## config.mk

```make
export PLATFORM = sky130hd
export DESIGN_NAME = cci_mpf_prim_fifo_rr_sched
export DESIGN_NICKNAME = d
export VERILOG_FILES = /design/src/rtl/cci_mpf_prim_fifo_rr_sched.sv
export SDC_FILE = /design/constraint.sdc
export NUM_CORES = 1
export LEC_CHECK = 0
export BUFFER_PORTS_ARGS = -buffer_cell sky130_fd_sc_hd__buf_2
export CELL_PAD_IN_SITES_DETAIL_PLACEMENT = 0
export CELL_PAD_IN_SITES_GLOBAL_PLACEMENT = 1
export CORE_ASPECT_RATIO = 1.4
export CORE_MARGIN = 4
export CORE_UTILIZATION = 31
export DETAILED_ROUTE_END_ITERATION = 12
export GPL_TIMING_DRIVEN = 1
export HOLD_SLACK_MARGIN = 0.05
export PLACE_DENSITY_LB_ADDON = 0.12
export SYNTH_ARGS = -nofsm -noshare
export SYNTH_HDL_FRONTEND = slang
export SYNTH_SLANG_ARGS = --single-unit
```

## constraint.sdc

```tcl
create_clock -name clk -period 2.6 [get_ports clk]
set_input_delay 0.52 -clock clk [delete_from_list [all_inputs] [get_ports clk]]
set_output_delay 0.52 -clock clk [all_outputs]
set_load 0.01 [all_outputs]
```

## src/rtl/cci_mpf_prim_fifo_rr_sched.sv

```systemverilog
// Round-robin scheduler draining N_CHANNELS upstream FIFOs into one output
// stream. Once a channel starts a multi-beat packet it keeps the grant until
// the end-of-packet beat has been dequeued. The output beat is registered, so
// a grant in cycle t appears on out_* in cycle t+1.

module cci_mpf_prim_fifo_rr_sched #(
  parameter int unsigned N_CHANNELS  = 4,
  parameter int unsigned N_DATA_BITS = 32,
  localparam int unsigned ChanW = (N_CHANNELS > 1) ? $clog2(N_CHANNELS) : 1
) (
  input  logic                                   clk,
  input  logic                                   reset,

  input  logic [N_CHANNELS-1:0]                  in_notEmpty,
  input  logic [N_CHANNELS-1:0][N_DATA_BITS-1:0] in_first,
  input  logic [N_CHANNELS-1:0]                  in_eop,
  output logic [N_CHANNELS-1:0]                  in_deq,

  input  logic                                   out_almostFull,
  output logic                                   out_valid,
  output logic [N_DATA_BITS-1:0]                 out_data,
  output logic                                   out_eop,
  output logic [ChanW-1:0]                       out_chan
);

  typedef enum logic {
    StArb,
    StLocked
  } state_e;

  state_e           state_q;
  logic [ChanW-1:0] ptr_q;
  logic [ChanW-1:0] lock_chan_q;

  logic             grant_valid;
  logic [ChanW-1:0] grant_chan;
  logic             grant_eop;
  logic [ChanW-1:0] ptr_after_grant;

  // Rotating search candidate; wider than ChanW so ptr + offset cannot overflow.
  int unsigned      cand;
  logic [ChanW-1:0] cand_chan;

  // Grant selection: locked channel only, or first non-empty channel from ptr.
  always_comb begin
    grant_valid = 1'b0;
    grant_chan  = '0;
    cand        = 0;
    cand_chan   = '0;
    if (!reset && !out_almostFull) begin
      if (state_q == StLocked) begin
        // Hold the lock even when its FIFO is momentarily empty.
        grant_valid = in_notEmpty[lock_chan_q];
        grant_chan  = lock_chan_q;
      end else begin
        for (int unsigned i = 0; i < N_CHANNELS; i++) begin
          cand = 32'(ptr_q) + i;
          if (cand >= N_CHANNELS) begin
            cand = cand - N_CHANNELS;
          end
          cand_chan = ChanW'(cand);
          if (!grant_valid && in_notEmpty[cand_chan]) begin
            grant_valid = 1'b1;
            grant_chan  = cand_chan;
          end
        end
      end
    end
  end

  // Dequeue strobe is the one-hot decode of the grant.
  always_comb begin
    in_deq = '0;
    if (grant_valid) begin
      in_deq[grant_chan] = 1'b1;
    end
  end

  // Pointer advances past the channel whose packet just completed.
  always_comb begin
    grant_eop = in_eop[grant_chan];
    if (grant_chan == ChanW'(N_CHANNELS - 1)) begin
      ptr_after_grant = '0;
    end else begin
      ptr_after_grant = grant_chan + ChanW'(1);
    end
  end

  // Arbitration FSM, pointer, lock channel and registered output beat.
  always_ff @(posedge clk) begin
    if (reset) begin
      state_q     <= StArb;
      ptr_q       <= '0;
      lock_chan_q <= '0;
      out_valid   <= 1'b0;
      out_data    <= '0;
      out_eop     <= 1'b0;
      out_chan    <= '0;
    end else begin
      out_valid <= grant_valid;
      if (grant_valid) begin
        out_data <= in_first[grant_chan];
        out_eop  <= grant_eop;
        out_chan <= grant_chan;
        if (grant_eop) begin
          state_q <= StArb;
          ptr_q   <= ptr_after_grant;
        end else begin
          state_q     <= StLocked;
          lock_chan_q <= grant_chan;
        end
      end
    end
  end

  // Dequeue must be one-hot or zero and only for channels holding data.
  a_deq_onehot : assert property (@(posedge clk) $onehot0(in_deq));
  a_deq_has_data : assert property (@(posedge clk) (in_deq & ~in_notEmpty) == '0);

endmodule

```

==> flow_summary.html, run 1 <==
<table>
<tr><th>Metric</th><th>Value</th></tr>
<tr><th colspan="2">Outcome</th></tr>
<tr><td>Outcome</td><td>complete, no violations</td></tr>
<tr><th colspan="2">STA</th></tr>
<tr><td>Clock Skews</td><td>5.63 ps</td></tr>
<tr><td>Slew of the pin with the lowest slew margin</td><td>653 ps</td></tr>
<tr><td>Final TNS setup</td><td>0 ps</td></tr>
<tr><td>Max Transition Viols Final</td><td>0</td></tr>
<tr><td>Worst Hold Margin</td><td>461 ps</td></tr>
<tr><td>Least setup slack across all paths after layout</td><td>99.4 ps</td></tr>
<tr><td>Maximum clock frequency</td><td>0.400 GHz</td></tr>
<tr><td>Remaining max-slew budget at the tightest pin</td><td>56.5%</td></tr>
<tr><td>Unrepaired setup endpoints after global routing</td><td>false</td></tr>
<tr><td>Setup violators final</td><td>0</td></tr>
<tr><td>Minimum period implied by the final worst setup slack</td><td>2500 ps</td></tr>
<tr><td>Share of the cycle needed by the critical path after routing</td><td>96.2%</td></tr>
<tr><td>Final hold violations</td><td>0</td></tr>
<tr><th colspan="2">Placed design</th></tr>
<tr><td>Total placed instance area</td><td>4060 µm²</td></tr>
<tr><td>Placed cell count</td><td>619</td></tr>
<tr><td>Setup slack after placement</td><td>-3.40 ps</td></tr>
<tr><td>Final estimated routing congestion in global placement</td><td>0.830</td></tr>
<tr><td>Half-perimeter wire length after placement</td><td>7970 µm</td></tr>
<tr><td>I/O Buffers</td><td>178</td></tr>
<tr><th colspan="2">Clock tree</th></tr>
<tr><td>Clock Sink Count</td><td>41</td></tr>
<tr><td>Number of buffers created by CTS</td><td>5</td></tr>
<tr><td>Hold-fix buffers at CTS</td><td>0</td></tr>
<tr><td>Htree depth</td><td>2</td></tr>
<tr><td>Clock slew seen by the registers of the worst setup and hold paths</td><td>60 ps</td></tr>
<tr><td>Max Buffers Root-to-Sink</td><td>2</td></tr>
<tr><td>Setup bufs post-CTS</td><td>0</td></tr>
<tr><td>Clock tree from TritonCTS</td><td>built</td></tr>
<tr><td>Source-to-sink clock delay at the later pin of the worst-skew pair</td><td>290 ps</td></tr>
<tr><td>Clock tree root buffer cell</td><td>sky130_fd_sc_hd__clkbuf_16</td></tr>
<tr><th colspan="2">Synthesis</th></tr>
<tr><td>Simple-Gate Fraction of Synth Area</td><td>18.8%</td></tr>
<tr><td>Share of synthesized area spent on multiplexers</td><td>12.8%</td></tr>
<tr><td>Count leader, synth</td><td>sky130_fd_sc_hd__dfxtp_1</td></tr>
<tr><td>Compound-cell area share of the yosys netlist</td><td>32.0%</td></tr>
<tr><td>Dominant combinational cell family by area after synthesis</td><td>compound AO/OA/AOI/OAI gates</td></tr>
<tr><td>Cell variety after synth</td><td>51</td></tr>
<tr><td>Most common library cells after synthesis</td><td>41 x sky130_fd_sc_hd__dfxtp_1, 35 x sky130_fd_sc_hd__nor2_1, 33 x sky130_fd_sc_hd__mux2i_1, 32 x sky130_fd_sc_hd__a211oi_1, 32 x sky130_fd_sc_hd__and3_1</td></tr>
<tr><td>Seq cells post-synth</td><td>41</td></tr>
<tr><td>Net count after synthesis</td><td>461</td></tr>
<tr><td>Cell Area, Synth</td><td>3020 µm²</td></tr>
<tr><td>XOR/XNOR Fraction of Synth Area</td><td>0%</td></tr>
<tr><td>EDFF count, synth</td><td>0</td></tr>
<tr><td>Total of warnings raised by yosys</td><td>0</td></tr>
<tr><td>Yosys top cell area share</td><td>27.2%</td></tr>
<tr><td>Async set-or-reset flop fraction in the synthesized netlist</td><td>0%</td></tr>
<tr><td>Predominant post-synthesis flop cell</td><td>sky130_fd_sc_hd__dfxtp_1</td></tr>
<tr><td>Post-synthesis adder-cell area fraction</td><td>1.66%</td></tr>
<tr><td>Most area-hungry cell type in the Yosys netlist</td><td>sky130_fd_sc_hd__dfxtp_1</td></tr>
<tr><td>Top cells by area, synth</td><td>sky130_fd_sc_hd__dfxtp_1 27%, sky130_fd_sc_hd__a2111oi_2 14%, sky130_fd_sc_hd__mux2i_1 11%, sky130_fd_sc_hd__a211oi_1 8.0%, sky130_fd_sc_hd__and3_1 6.6%</td></tr>
<tr><td>Post-Syn Instances</td><td>318</td></tr>
<tr><td>Synthesized area per cell</td><td>9.50 µm²</td></tr>
<tr><td>Sequential share of the synthesized area</td><td>27.2%</td></tr>
<tr><th colspan="2">Final layout</th></tr>
<tr><td>Fraction of layout cells with a size suffix above 1</td><td>52.1%</td></tr>
<tr><td>Layout overhead on the synthesized area</td><td>41.7%</td></tr>
<tr><td>Utilization of the core after routing</td><td>45.0%</td></tr>
<tr><td>Final Cell Area</td><td>4280 µm²</td></tr>
<tr><td>Post-route insts no fill</td><td>628</td></tr>
<tr><td>Count of nets after finishing</td><td>637</td></tr>
<tr><th colspan="2">Routing</th></tr>
<tr><td>Initial detailed-routing violation count</td><td>64</td></tr>
<tr><td>Vias after detailed routing</td><td>3238</td></tr>
<tr><td>Final routed DRC violation total</td><td>0</td></tr>
<tr><td>Wire length per cell</td><td>17.3 µm</td></tr>
<tr><td>Iteration count of the initial detailed-routing pass</td><td>4</td></tr>
<tr><td>Vias per Instance</td><td>5.16</td></tr>
<tr><td>Antenna viol nets, final</td><td>0</td></tr>
<tr><td>Wirelength, routed</td><td>10900 µm</td></tr>
<tr><th colspan="2">Critical path</th></tr>
<tr><td>Worst Path Max Fanout</td><td>5</td></tr>
<tr><td>Arrival @ worst endpoint</td><td>1980 ps</td></tr>
<tr><td>Required arrival time at the worst endpoint</td><td>2080 ps</td></tr>
<tr><td>CP Class</td><td>in2out</td></tr>
<tr><td>Type of element capturing the critical path</td><td>primary output</td></tr>
<tr><td>Worst Setup Start Kind</td><td>input port</td></tr>
<tr><th colspan="2">Flow run</th></tr>
<tr><td>Total of max-cap violations</td><td>0</td></tr>
<tr><th colspan="2">Min path</th></tr>
<tr><td>Worst hold path type</td><td>reg2reg</td></tr>
<tr><th colspan="2">Power and ir drop</th></tr>
<tr><td>Clock network fraction of design power</td><td>31.8%</td></tr>
<tr><td>Sequential power share</td><td>32.4%</td></tr>
<tr><td>Static leakage</td><td>2.09 nW</td></tr>
<tr><td>Total design power</td><td>2.33 mW</td></tr>
<tr><td>Switch share</td><td>33.2%</td></tr>
<tr><td>Power per Cell Area</td><td>543 nW/µm²</td></tr>
<tr><td>Relative contribution of combinational cells to total power</td><td>35.8%</td></tr>
<tr><td>Worst IR Drop VDD</td><td>367 µV</td></tr>
<tr><td>Switching power of the nets</td><td>0.772 mW</td></tr>
<tr><td>Int Pwr</td><td>1.55 mW</td></tr>
<tr><th colspan="2">Floorplan</th></tr>
<tr><td>Horizontal die dimension</td><td>91.4 µm</td></tr>
<tr><td>Die area</td><td>11400 µm²</td></tr>
<tr><td>I/O pin count</td><td>179</td></tr>
<tr><td>Area of the core</td><td>9510 µm²</td></tr>
<tr><td>Std-Cell Rows</td><td>42</td></tr>
<tr><td>Initial standard-cell utilization of the core</td><td>31.8%</td></tr>
<tr><td>Vertical die dimension</td><td>125 µm</td></tr>
<tr><th colspan="2">GRT</th></tr>
<tr><td>Global-route wire length before repair</td><td>17200 µm</td></tr>
<tr><td>Initial antenna violation count</td><td>2</td></tr>
<tr><td>Overall overflow remaining after global route</td><td>0</td></tr>
<tr><td>Vias in the first global route</td><td>3362</td></tr>
<tr><td>Overall Global Routing Usage</td><td>18.6%</td></tr>
<tr><td>Maximum number of pins on one net before global-route repair</td><td>43</td></tr>
</table>
[flip-flops by register name (all words and copies together) (netlist names)]
name         count
out_data        32
ptr_q            2
out_eop          1
out_valid        1
lock_chan_q      2
out_chan         2
state_q          1
[power groups by stage]
stage | clock network (mW) | registers, mW | logic [mW]
2_1_floorplan | 0 | 0.781 | 0.490
3_3_place_gp | 0 | 0.762 | 0.825
3_5_place_dp | 0 | 0.762 | 0.831
4_1_cts | 0.772 | 0.750 | 0.832
5_1_grt | 0.791 | 0.763 | 0.917
6_report | 0.741 | 0.753 | 0.833
[final timing paths]
check                      start           end  slack (ps)  cells after the start
setup / recovery  in_notEmpty[1]     in_deq[3]         100                      9
hold / removal           out_eop       out_eop         460                      2
setup reg to reg  lock_chan_q[0]  out_data[30]         340                      7
hold reg to reg          out_eop       out_eop         460                      2
[timing repair]
item	4_1_cts	5_1_grt
gates cloned	0	0
pin swaps	1	2
setup endpoints to repair	4	4
gates resized for setup	2	9
[final cells by class]
| class | count | area [µm²] |
|---|---|---|
| clock inverters | 1 | 30.0 |
| flip-flops and latches | 41 | 827 |
| multi-input cells | 241 | 2030 |
| repair buffers | 197 | 1060 |
| fillers | 957 | 5230 |
| diodes | 1 | 2.50 |
| clock buffers | 7 | 143 |
| inverters | 8 | 30.0 |
| well taps | 132 | 165 |
[cell usage in the layout (no fill, tap or decap), drive strengths merged, types with 9 or more instances in the layout]
| cell type | instances |
|---|---|
| a2111oi | 32 |
| nand2 | 11 |
| nor2 | 35 |
| and3 | 32 |
| o21ai | 9 |
| dfxtp | 41 |
| a211oi | 32 |
| buf | 197 |
| mux2i | 33 |
[routing by layer]
layer / part of all wire [%] / routed length (µm) / global-route usage (%)
met2: 51 / 5590 / 33.6
met4: 2.0 / 223 / 5.68
met3: 6.8 / 738 / 4.71
met5: 0.12 / 13 / 0
met1: 40 / 4330 / 21.2
[worst max-delay path, cell delays in order]
cell and delay [ps]:
sky130_fd_sc_hd__buf_2 130, sky130_fd_sc_hd__or2b_1 160, sky130_fd_sc_hd__a21oi_2 80, sky130_fd_sc_hd__o311a_4 340
sky130_fd_sc_hd__o21ai_4 230, sky130_fd_sc_hd__inv_2 60, sky130_fd_sc_hd__ha_1 190, sky130_fd_sc_hd__and2_1 130
sky130_fd_sc_hd__buf_2 130
[kinds of logic (layout without fill, tap and decap cells)]
logic type	after synthesis	count (layout)
and+or+nand+nor	106	106
AOI/OAI and AO/OA	95	95
DFF	41	41
muxes	36	36
buffers and inverters	36	213
adders and majority gates	4	4
other	0	1
Power figures use the tool's default switching activity.
==> run 2: changes to the inputs <==
--- a/config.mk
+++ b/config.mk
@@ -7,10 +7,10 @@
 export LEC_CHECK = 0
 export BUFFER_PORTS_ARGS = -buffer_cell sky130_fd_sc_hd__buf_2
 export CELL_PAD_IN_SITES_DETAIL_PLACEMENT = 0
-export CELL_PAD_IN_SITES_GLOBAL_PLACEMENT = 1
+export CELL_PAD_IN_SITES_GLOBAL_PLACEMENT = 2
 export CORE_ASPECT_RATIO = 1.4
 export CORE_MARGIN = 4
-export CORE_UTILIZATION = 31
+export CORE_UTILIZATION = 24
 export DETAILED_ROUTE_END_ITERATION = 12
 export GPL_TIMING_DRIVEN = 1
 export HOLD_SLACK_MARGIN = 0.05
==> run 2 against run 1 <==
  * Global-route usage is 2.2 points lower
  * Critical path type unchanged
  * First-iteration DRC count rose by 75%
  * Critical path depth unchanged
  * Via count up 1.2%
  * Clock skew shrank 2.6 ps
  * Register-to-register slack better by 50 ps
  * Combinational power up 3.6%
  * Total power fell by 2.9%
  * Wire length increased by 13%
  * Clock power down 14%
  * Clock-buffer cell count is the same
  * Worst setup slack worse by 37 ps
==> flow_summary.html, run 2 (same netlist as run 1, synthesis figures left out) <==
<table>
<tr><th>Metric</th><th>Value</th></tr>
<tr><th colspan="2">Outcome</th></tr>
<tr><td>Outcome</td><td>complete, no violations</td></tr>
<tr><th colspan="2">Critical path</th></tr>
<tr><td>Slowest cell on the critical path</td><td>sky130_fd_sc_hd__o311a_4</td></tr>
<tr><td>Most numerous cell on the critical path</td><td>sky130_fd_sc_hd__buf_2</td></tr>
<tr><td>CP Class</td><td>in2out</td></tr>
<tr><td>Type of element capturing the critical path</td><td>primary output</td></tr>
<tr><td>Worst Setup Start Kind</td><td>input port</td></tr>
<tr><td>Crit path buffers/inverters</td><td>3</td></tr>
<tr><td>Delay contributed by the slowest stage of the critical path</td><td>380 ps</td></tr>
<tr><td>Required arrival time at the worst endpoint</td><td>2080 ps</td></tr>
<tr><td>CP cell instances</td><td>buf_2, or2b_1, a21oi_4, o311a_4, o21ai_4, inv_2, ha_2, and2_1, buf_2</td></tr>
<tr><td>Category of cells accounting for the largest share of critical-path delay</td><td>compound AO/OA/AOI/OAI gates</td></tr>
<tr><td>Worst Path Max Fanout</td><td>5</td></tr>
<tr><td>Arrival @ worst endpoint</td><td>2020 ps</td></tr>
<tr><th colspan="2">Min path</th></tr>
<tr><td>Worst hold path type</td><td>reg2reg</td></tr>
<tr><th colspan="2">Final layout</th></tr>
<tr><td>Flip-flop count of the largest register, all copies and words added</td><td>32</td></tr>
<tr><td>Count of nets after finishing</td><td>643</td></tr>
<tr><td>Layout overhead on the synthesized area</td><td>43.8%</td></tr>
<tr><td>Commonest non-fill, non-tap cells in the layout</td><td>178 x sky130_fd_sc_hd__buf_2, 37 x sky130_fd_sc_hd__dfxtp_1, 35 x sky130_fd_sc_hd__nor2_1</td></tr>
<tr><td>Utilization of the core after routing</td><td>35.3%</td></tr>
<tr><td>Most frequent standard cell in the layout excluding fill and tap cells</td><td>sky130_fd_sc_hd__buf_2</td></tr>
<tr><td>Biggest register</td><td>out_data</td></tr>
<tr><td>Antenna Diode Count</td><td>0</td></tr>
<tr><td>Post-route insts no fill</td><td>650</td></tr>
<tr><td>Area occupied by registers</td><td>831 µm²</td></tr>
<tr><td>Fraction of layout cells with a size suffix above 1</td><td>53.0%</td></tr>
<tr><td>Fill cell total of the finished layout</td><td>1296</td></tr>
<tr><td>Area of the multi-input gates</td><td>2040 µm²</td></tr>
<tr><th colspan="2">Floorplan</th></tr>
<tr><td>Horizontal die dimension</td><td>103 µm</td></tr>
<tr><td>Vertical die dimension</td><td>141 µm</td></tr>
<tr><td>I/O pin count</td><td>179</td></tr>
<tr><td>Std-Cell Rows</td><td>48</td></tr>
<tr><td>Initial standard-cell utilization of the core</td><td>24.5%</td></tr>
<tr><td>Die area</td><td>14500 µm²</td></tr>
<tr><td>Area of the core</td><td>12300 µm²</td></tr>
<tr><th colspan="2">GRT</th></tr>
<tr><td>Vias in the first global route</td><td>3369</td></tr>
<tr><td>Overall overflow remaining after global route</td><td>0</td></tr>
<tr><td>Maximum number of pins on one net before global-route repair</td><td>33</td></tr>
<tr><td>Initial antenna violation count</td><td>2</td></tr>
<tr><td>Global-route wire length before repair</td><td>18400 µm</td></tr>
<tr><td>Overall Global Routing Usage</td><td>16.4%</td></tr>
<tr><th colspan="2">Placed design</th></tr>
<tr><td>I/O Buffers</td><td>178</td></tr>
<tr><td>Half-perimeter wire length after placement</td><td>9250 µm</td></tr>
<tr><td>Placed cell count</td><td>642</td></tr>
<tr><td>Final estimated routing congestion in global placement</td><td>0.776</td></tr>
<tr><th colspan="2">Routing</th></tr>
<tr><td>Iteration count of the initial detailed-routing pass</td><td>4</td></tr>
<tr><td>Wire length per cell</td><td>18.9 µm</td></tr>
<tr><td>Wirelength, routed</td><td>12300 µm</td></tr>
<tr><td>Final routed DRC violation total</td><td>0</td></tr>
<tr><td>Vias after detailed routing</td><td>3276</td></tr>
<tr><td>Initial detailed-routing violation count</td><td>112</td></tr>
<tr><td>Antenna viol nets, final</td><td>0</td></tr>
<tr><td>Vias per Instance</td><td>5.04</td></tr>
<tr><th colspan="2">STA</th></tr>
<tr><td>Unrepaired setup endpoints after global routing</td><td>true</td></tr>
<tr><td>Clock Skews</td><td>3.00 ps</td></tr>
<tr><td>Final TNS setup</td><td>0 ps</td></tr>
<tr><td>Final hold violations</td><td>0</td></tr>
<tr><td>Setup violators final</td><td>0</td></tr>
<tr><td>Slew of the pin with the lowest slew margin</td><td>498 ps</td></tr>
<tr><td>Remaining max-slew budget at the tightest pin</td><td>66.7%</td></tr>
<tr><td>Share of the cycle needed by the critical path after routing</td><td>97.6%</td></tr>
<tr><td>Maximum clock frequency</td><td>0.394 GHz</td></tr>
<tr><td>Max Transition Viols Final</td><td>0</td></tr>
<tr><td>Minimum period implied by the final worst setup slack</td><td>2540 ps</td></tr>
<tr><th colspan="2">Power and ir drop</th></tr>
<tr><td>Static leakage</td><td>2.10 nW</td></tr>
<tr><td>Switching power of the nets</td><td>0.794 mW</td></tr>
<tr><td>Sequential power share</td><td>33.5%</td></tr>
<tr><td>Worst IR Drop VDD</td><td>246 µV</td></tr>
<tr><td>Switch share</td><td>35.1%</td></tr>
<tr><td>Total design power</td><td>2.26 mW</td></tr>
<tr><td>Clock network fraction of design power</td><td>28.3%</td></tr>
<tr><td>Int Pwr</td><td>1.47 mW</td></tr>
<tr><td>Power per Cell Area</td><td>520 nW/µm²</td></tr>
<tr><td>Relative contribution of combinational cells to total power</td><td>38.2%</td></tr>
<tr><th colspan="2">Clock tree</th></tr>
<tr><td>Max Buffers Root-to-Sink</td><td>2</td></tr>
<tr><td>Hold-fix buffers at CTS</td><td>0</td></tr>
<tr><td>Clock tree from TritonCTS</td><td>built</td></tr>
<tr><td>Clock slew seen by the registers of the worst setup and hold paths</td><td>60 ps</td></tr>
<tr><td>Htree depth</td><td>2</td></tr>
<tr><td>Clock Sink Count</td><td>41</td></tr>
<tr><td>Source-to-sink clock delay at the later pin of the worst-skew pair</td><td>290 ps</td></tr>
<tr><td>Clock tree root buffer cell</td><td>sky130_fd_sc_hd__clkbuf_16</td></tr>
<tr><td>Number of buffers created by CTS</td><td>5</td></tr>
<tr><th colspan="2">Flow run</th></tr>
<tr><td>Total of max-cap violations</td><td>0</td></tr>
</table>
[run 2: changes by cell type in the layout (fill, tap and decap cells not counted), sizes merged]
cell / before / now
buf: 197 / 203
bufinv: 1 / 0
diode: 1 / 0
[run 2: through the flow]
step | setup WS [ps] | area, µm² | hold WS (ps)
6_report | 62.7 | 4340 | 457
5_1_grt | -8.08 | 4340 | 486
4_1_cts | 16.0 | 4280 | 465
3_5_place_dp | 25.4 | 4130 | 450
3_3_place_gp | 62.7 | 4130 | 448
2_1_floorplan | 146 | 3020 | 481
[run 2: worst paths after layout]
| path | startpoint | endpoint | slack, ps | depth (start not counted) |
|---|---|---|---|---|
| max | in_notEmpty[1] | in_deq[1] | 60 | 9 |
| min reg2reg | out_eop | out_eop | 460 | 2 |
| min | out_eop | out_eop | 460 | 2 |
| max reg2reg | ptr_q[1] | out_data[23] | 390 | 7 |
[run 2: tightest hold or removal path, delay by kind of cell, from the launching register on]
kind | cells | cell delay [ps]
DFF | 1 | 310
AOI/OAI and AO/OA | 1 | 50
and+or+nand+nor | 1 | 50
[run 2: final cells by class]
class / instances / share of cell area [%]
clock buffer: 7 / 3.28
inverter: 8 / 0.691
multi-input combinational: 241 / 46.9
sequential: 41 / 19.1
tap: 150 / 4.32
timing repair buffer: 203 / 25.7
[run 2: power groups by stage]
stage | sequential, mW | clock [mW] | combinational [mW]
after floorplan | 0.781 | 0 | 0.490
after global placement | 0.763 | 0 | 0.852
after detailed placement | 0.764 | 0 | 0.860
after CTS | 0.751 | 0.666 | 0.862
after global routing | 0.764 | 0.682 | 0.954
final | 0.756 | 0.640 | 0.863
[run 2: per-layer routing]
layer,up-vias,share of wire (%),wire length (µm),global-route usage (%)
li1,1596,-,-,-
met1,1563,39,4750,19.3
met2,103,54,6580,30.0
met3,10,6.6,813,3.51
met4,4,0.90,110,3.48
met5,-,0.17,21,0
[run 2: repair_timing]
action | in CTS | in global routing
setup buffers | 0 | 1
setup endpoints to repair | 4 | 4
gates cloned | 0 | 0
gates resized for setup | 2 | 13
pin swaps | 0 | 2
